`src/rtl/button_pkg.sv`:
```
// ============================================================================
// Module : button_pkg
// Desc   : Shared state type and counter-width helpers for button_conditioner.
// Rev    : 1.0
// ============================================================================
`default_nettype none

package button_pkg;

  typedef enum logic [1:0] {
    IDLE      = 2'd0,
    PRESSED   = 2'd1,
    LONG_HELD = 2'd2
  } btn_state_e;

  // Debounce counter must be able to hold the terminal count itself.
  function automatic int dcnt_width(input int debounce_cycles);
    return (debounce_cycles < 2) ? 1 : $clog2(debounce_cycles + 1);
  endfunction

  function automatic int hcnt_width(input int long_press_cycles);
    return (long_press_cycles < 3) ? 1 : $clog2(long_press_cycles);
  endfunction

endpackage

`default_nettype wire

```
`src/rtl/button_conditioner_sync.sv`:
```
// ============================================================================
// Module : sync_ff
// Desc   : Reset-to-0 multi-flop synchroniser for an asynchronous input pad.
// Rev    : 1.0
// ============================================================================
`default_nettype none

module sync_ff #(
  parameter int STAGES = 2
) (
  input  logic clk,
  input  logic reset_n,
  input  logic i_d,
  output logic o_q
);

  logic [STAGES-1:0] r_sync;

  always_ff @(posedge clk or negedge reset_n) begin
    if (!reset_n) begin
      r_sync <= '0;
    end else begin
      r_sync <= {r_sync[STAGES-2:0], i_d};
    end
  end

  assign o_q = r_sync[STAGES-1];

endmodule

`default_nettype wire

```
`src/rtl/button_conditioner.sv`:
```
// ============================================================================
// Module : button_conditioner
// Desc   : Synchronise, debounce and classify a push button into 1-cycle events.
// Rev    : 1.0
// ============================================================================
`default_nettype none

module button_conditioner
  import button_pkg::*;
#(
  parameter int SYNC_STAGES       = 2,
  parameter int DEBOUNCE_CYCLES   = 4,
  parameter int LONG_PRESS_CYCLES = 32
) (
  input  logic clk,
  input  logic reset_n,
  input  logic i_button,
  output logic o_level,
  output logic o_press,
  output logic o_release,
  output logic o_short_press,
  output logic o_long_press
);

  localparam int DW = dcnt_width(DEBOUNCE_CYCLES);
  localparam int HW = hcnt_width(LONG_PRESS_CYCLES);
  localparam logic [DW-1:0] C_DCNT_TERM = DW'(DEBOUNCE_CYCLES);
  localparam logic [HW-1:0] C_HCNT_TERM = HW'(LONG_PRESS_CYCLES - 1);

  logic          w_sync;
  logic          w_toggle;
  logic          w_rise;
  logic          w_fall;
  logic [DW-1:0] r_dcnt;
  logic [HW-1:0] r_hcnt;
  logic          r_level;
  logic          r_press;
  logic          r_release;
  logic          r_short_press;
  logic          r_long_press;
  btn_state_e    r_state;

  sync_ff #(
    .STAGES (SYNC_STAGES)
  ) u_sync (
    .clk     (clk),
    .reset_n (reset_n),
    .i_d     (i_button),
    .o_q     (w_sync)
  );

  // Once the count reaches terminal the level change is committed.
  assign w_toggle = (r_dcnt == C_DCNT_TERM);
  assign w_rise   = w_toggle && !r_level;
  assign w_fall   = w_toggle &&  r_level;

  always_ff @(posedge clk or negedge reset_n) begin
    if (!reset_n) begin
      r_dcnt  <= '0;
      r_level <= 1'b0;
    end else if (w_toggle) begin
      r_dcnt  <= '0;
      r_level <= ~r_level;
    end else if (w_sync != r_level) begin
      r_dcnt  <= r_dcnt + DW'(1);
    end else begin
      r_dcnt  <= '0;
    end
  end

  always_ff @(posedge clk or negedge reset_n) begin
    if (!reset_n) begin
      r_state       <= IDLE;
      r_hcnt        <= '0;
      r_press       <= 1'b0;
      r_release     <= 1'b0;
      r_short_press <= 1'b0;
      r_long_press  <= 1'b0;
    end else begin
      r_press       <= 1'b0;
      r_release     <= 1'b0;
      r_short_press <= 1'b0;
      r_long_press  <= 1'b0;
      case (r_state)
        IDLE: begin
          if (w_rise) begin
            r_state <= PRESSED;
            r_press <= 1'b1;
            r_hcnt  <= '0;
          end
        end
        PRESSED: begin
          // A fall coinciding with the long-press terminal counts as a short press.
          if (w_fall) begin
            r_state       <= IDLE;
            r_release     <= 1'b1;
            r_short_press <= 1'b1;
          end else if (r_hcnt == C_HCNT_TERM) begin
            r_state      <= LONG_HELD;
            r_long_press <= 1'b1;
          end else begin
            r_hcnt <= r_hcnt + HW'(1);
          end
        end
        LONG_HELD: begin
          if (w_fall) begin
            r_state   <= IDLE;
            r_release <= 1'b1;
          end
        end
        default: r_state <= IDLE;
      endcase
    end
  end

  assign o_level       = r_level;
  assign o_press       = r_press;
  assign o_release     = r_release;
  assign o_short_press = r_short_press;
  assign o_long_press  = r_long_press;

endmodule

`default_nettype wire

```
`config.mk`:
```
export PLATFORM = sky130hd
export DESIGN_NAME = button_conditioner
export DESIGN_NICKNAME = d
export VERILOG_FILES = /design/src/rtl/button_pkg.sv /design/src/rtl/button_conditioner_sync.sv /design/src/rtl/button_conditioner.sv
export SDC_FILE = /design/constraint.sdc
export NUM_CORES = 1
export LEC_CHECK = 0
export ABC_AREA = 1
export BUFFER_PORTS_ARGS = -buffer_cell sky130_fd_sc_hd__buf_2
export CORE_ASPECT_RATIO = 1.2
export CORE_MARGIN = 4
export CORE_UTILIZATION = 40
export DETAILED_ROUTE_END_ITERATION = 12
export SLEW_MARGIN = 40
export SYNTH_ARGS = -nofsm -noshare
export SYNTH_HDL_FRONTEND = slang
export SYNTH_SLANG_ARGS = --single-unit
```
`constraint.sdc`:
```
create_clock -name clk -period 1.3 [get_ports clk]
set_input_delay 0.325 -clock clk [delete_from_list [all_inputs] [get_ports clk]]
set_output_delay 0.325 -clock clk [all_outputs]
set_load 0.01 [all_outputs]
```
Word-level counts from Yosys, hierarchy flattened
Index checks and enable logic that the tools add are counted.
Word-level totals
  bits in registers: 17
  input port bits: 3
  output and inout port bits: 5
Cells by class
  $add $sub $neg: 2
  eq/ne operators: 10
  multiplexer cells: 19
  bitwise logic cells: 1
  reduce and logical (&&, ||, !) cells: 8
Operator list (count)
  2-to-1 mux 5 bit: 3
  one-hot mux 5 bit (2 select lines): 1
  2-to-1 mux 1 bit: 8
  2-to-1 mux 2 bit: 4
  inequality test 2 bit, second input constant: 4
  2-to-1 mux 3 bit: 2
  one-hot mux 2 bit (3 select lines): 1
  adder 5 x 1 -> 5 bit, second input constant: 1
  equality test 5 bit, second input constant: 1
  AND reduction 4 bit: 1
  adder 3 x 1 -> 3 bit, second input constant: 1
  equality test 3 bit, second input constant: 1
  inequality test 3 bit, second input constant: 1
  AND reduction 3 bit: 1
  equality test 2 x 1 -> 1 bit, second input constant: 1
  equality test 2 bit, second input constant: 1
  logical AND 1 bit: 2
  logical NOT 2 bit: 1
  nonzero test 2 bit: 1
  OR reduction 2 bit: 1
  logical NOT 1 bit: 1
  inequality test 1 bit: 1
  NOT 1 bit: 1

Longest topological paths before layout
  word-level depth: 4
  gate-level depth with buffers: 11
  mapped depth without buffers: 11

Modules after synthesis
Synthesis repeated with hierarchy kept, for this count alone.
Unflattened totals
  cell total of the unflattened synthesis: 97
  area total of the unflattened synthesis: 854.6 um^2
Modules (own cells, without submodules)
  button_conditioner: times used 1, cells an instance 95, area each 804.5 um^2, seq. area each 375.4 um^2
  sync_ff: times used 1, cells an instance 2, area each 50.0 um^2, seq. area each 50.0 um^2

Worst setup path after synthesis
Ideal clock, no wire load.
  kind: register to register
  from: reg r_hcnt[0]
  to: reg r_hcnt[1]
  arrival time: 1.337 ns
  setup slack: -0.155 ns
  cell stages (with the launch flop): 11
  period minus slack after synthesis: 1.455 ns
  path through: dfrtp_1 > ha_1 > nand2_1 > nor2_1 > ha_1 > inv_1 > nand2_1 > nand2_2 > nand3_2 > nand2_1 > nand2_1
Between the ends
  cells in the longest elaborated chain, start to end: 4
  elaborated cells on any way between the ends: 7
RTL lines
  start, declared: RTL line button_conditioner.sv:35  | logic [HW-1:0] r_hcnt;
  start signal, assigned: RTL line button_conditioner.sv:102  | r_hcnt <= r_hcnt + HW'(1);
  adder 5 x 1 -> 5 bit: RTL line button_conditioner.sv:102
  2-to-1 mux 5 bit: RTL line button_conditioner.sv:98  | end else if (r_hcnt == C_HCNT_TERM) begin
  2-to-1 mux 5 bit: RTL line button_conditioner.sv:94  | if (w_fall) begin
  one-hot mux 5 bit (2 select lines): RTL line button_conditioner.sv:84  | case (r_state)
Several ways; a longest one is shown, not always the timed one. The select of a mux whose other input is x is not followed.
A chain may end at the register's enable or synchronous reset.

Worst setup path in the final report
  from: reg r_hcnt[1]
  to: reg r_hcnt[2]
The elaborated chain is that of the path after synthesis.

==> impl_metrics.tcl <==
set metrics [dict create \
    status "finished, violations left" \
    violations "setup timing" \
    ys_seq_elements 17 \
    fp-row-count 18 \
    wl_per_cell_um 10.6 \
    grt_pass1_wl_um 2840 \
    slew_headroom 0.748 \
    setup_slack_ps -148 \
    vias 635 \
    hold_path_depth 1 \
    grt.overflow.total 0 \
    synth_top_cell_area_share 0.500 \
    worstSkewPairLatency_ps 290 \
    crit_chain "ha_2 > nand2_2 > nor2_2 > ha_2 > inv_2 > nand2_2 > nand2_4 > nand3_4 > nand2_1 > nand2_1" \
    critical_path_arrival_ps 1640 \
    drive_gt1_frac 0.345 \
    worst_pin_slew_ps 379 \
    route.detailed.drc 0 \
    syn_area_um2 851 \
    die_w_um 50.1 \
    syn_to_final_growth_pct 27.9 \
    grtUsageTotal 0.132 \
    diodes 0 \
    finalSetupViolations 7 \
    rsz0062_at_grt "true" \
    startpoint "r_hcnt[1]$_DFFE_PN0P_" \
    cts_buffers 3 \
    cts.htree.levels 1 \
    dr.pass1.iters 3 \
    critPathBufInv 1 \
    die_h_um 58.5 \
    cp-start-kind "register" \
    avgSynthCellArea_um2 8.96 \
    p_total_uw 2180 \
    total_leakage_power_uw 0.000591 \
    min_path_type "in2reg" \
    layout_commonest_cell "nand2_1" \
    dp_slack_ps -180 \
    r2r.worst_path.cells 10 \
    fmax_mhz 691 \
    gp_congestion 0.751 \
    hp-start "i_button" \
    design.core.area_um2 2050 \
    holdPathEnd "u_sync.r_sync[0]$_DFF_PN0_" \
    maxCapViolations 0 \
    yosysWarnings 0 \
    r2r_slack_ps -150 \
    critPathMaxFanout 5 \
    nets 130 \
    crit_path_top_delay_cell "dfrtp_1" \
    grt_start_max_net_pins 18 \
    cts_root_buf "clkbuf_4" \
    initial_core_util 0.415 \
    power_density_nw_per_um2 2000 \
    cts_tree "built" \
    dpl.hpwl_um 1160 \
    clock_skew_ps 1.45 \
    syn_nets 105 \
    via_per_inst 4.26 \
    cts.sinks 17 \
    min_period_ps 1450 \
    dieArea_um2 2930 \
    ant_nets 0 \
    post-route-period-util 1.11 \
    r2r_end "r_hcnt[2]$_DFFE_PN0P_" \
    drt_wl_total_um 1580 \
    ios 8 \
    required_ps 1490 \
    worstSetupPathType "reg2reg" \
    slowest_delay_ps 400 \
    io_buffers 7 \
    antenna_found_initial 0 \
    path_delay_family "simple AND/OR/NAND/NOR gates" \
    synth_cell_types 17 \
    clockBufferDepth 2 \
    grt_pass1_vias 653 \
    vdd_ir_drop_max_mv 1.04 \
    layout_common_cells "nand2_1, dfrtp_1, buf_4" \
    synth.top_cells.by_area "dfrtp_1, nand2_1, ha_1, inv_1, nor2_1" \
    cp-end-kind "register" \
    clk_pin_slew_ps 100 \
    drtIter0Drc 14 \
    hold_violations 0 \
    syn_inst 95 \
    drv_slew 0 \
    r2r_start "r_hcnt[1]$_DFFE_PN0P_" \
    ys_seq_area_frac 0.500 \
    synth_top_cell_by_area "dfrtp_1" \
]
## synth_stat cells
cell type and count:
nand3_2 2, nor2_4 1, nor2_1 11, nand2_4 2
nand2_1 28, nor3b_1 1, nand2_2 1, clkinv_1 1
inv_2 1, nand4_1 4, xor2_1 1, inv_1 12
o21ai_2 1, dfrtp_1 17, ha_1 7, nand3_1 4
xnor2_1 1
## worst max-delay path by stage
stage | endpoint | slack (ps) | depth (start not counted)
after floorplan | r_hcnt[1]$_DFFE_PN0P_ | -80 | 10
after global placement | r_hcnt[2]$_DFFE_PN0P_ | -150 | 10
after detailed placement | r_hcnt[2]$_DFFE_PN0P_ | -180 | 10
after CTS | r_hcnt[2]$_DFFE_PN0P_ | -170 | 11
after global routing | r_hcnt[2]$_DFFE_PN0P_ | -260 | 10
final | r_hcnt[2]$_DFFE_PN0P_ | -150 | 10
## metal layers
metal  routed length (µm)  global-route usage
met1                  743               0.158
met2                  746               0.201
met3                   29              0.0304
met4                   55               0.107
met5                    0                   0
## cells by family (layout without fill, tap and decap cells)
family | count (synthesis) | in the layout | synth area share
AO/OA/AOI/OAI | 1 | 1 | 0.0103
flip-flops | 17 | 17 | 0.500
buffers and inverters | 14 | 38 | 0.0618
AND/OR/NAND/NOR | 54 | 54 | 0.304
adder cells (fa/ha/maj) | 7 | 7 | 0.103
XOR/XNOR | 2 | 2 | 0.0206
## worst reg2reg max path, cell delays in order, from the launching register on
cell and delay (ps):
dfrtp_1 400, ha_2 200, nand2_2 70, nor2_2 40, ha_2 190, inv_2 50
nand2_2 50, nand2_4 100, nand3_4 110, nand2_1 90, nand2_1 60
## cell type report
class,count,area [µm²]
Fill cell,176,961
Inverter,14,52.6
Timing Repair Buffer,20,135
Sequential cell,17,427
Tap cell,30,37.5
Multi-Input combinational cell,64,410
Clock buffer,4,26.3
## report_power, final
group / internal (µW) / switching [µW] / leakage (µW) / total [µW]
logic: 507 / 650 / 0.000352 / 1160
registers: 644 / 92.2 / 0.000224 / 736
clock network: 119 / 169 / 0.0000150 / 289
## stage by stage
stage / TNS, ps / instances / utilization / hold WS (ps) / instance area (µm²)
after detailed placement: -1030 / 143 / 0.493 / 267 / 1010
after global routing: -1610 / 149 / 0.531 / 113 / 1090
after global placement: -826 / 143 / 0.493 / 266 / 1010
after floorplan: -421 / 95 / - / 29.4 / 856
after CTS: -1060 / 148 / 0.518 / 122 / 1060
final: -864 / 149 / 0.531 / 131 / 1090
## registers in the layout, indices dropped and copies added (netlist names)
name,cells
r_hcnt,5
u_sync.r_sync,2
o_long_press,1
o_level,1
o_release,1
r_state,2
o_press,1
r_dcnt,3
o_short_press,1
## timing repair
item,CTS,global route
endpoints found under the hold margin,17,0
endpoints found under the setup margin,7,10
buffers inserted,0,1
hold buffers,1,0
gates resized for setup,4,7
pin swaps,10,11
No activity file was read; power rests on OpenSTA's default activity.
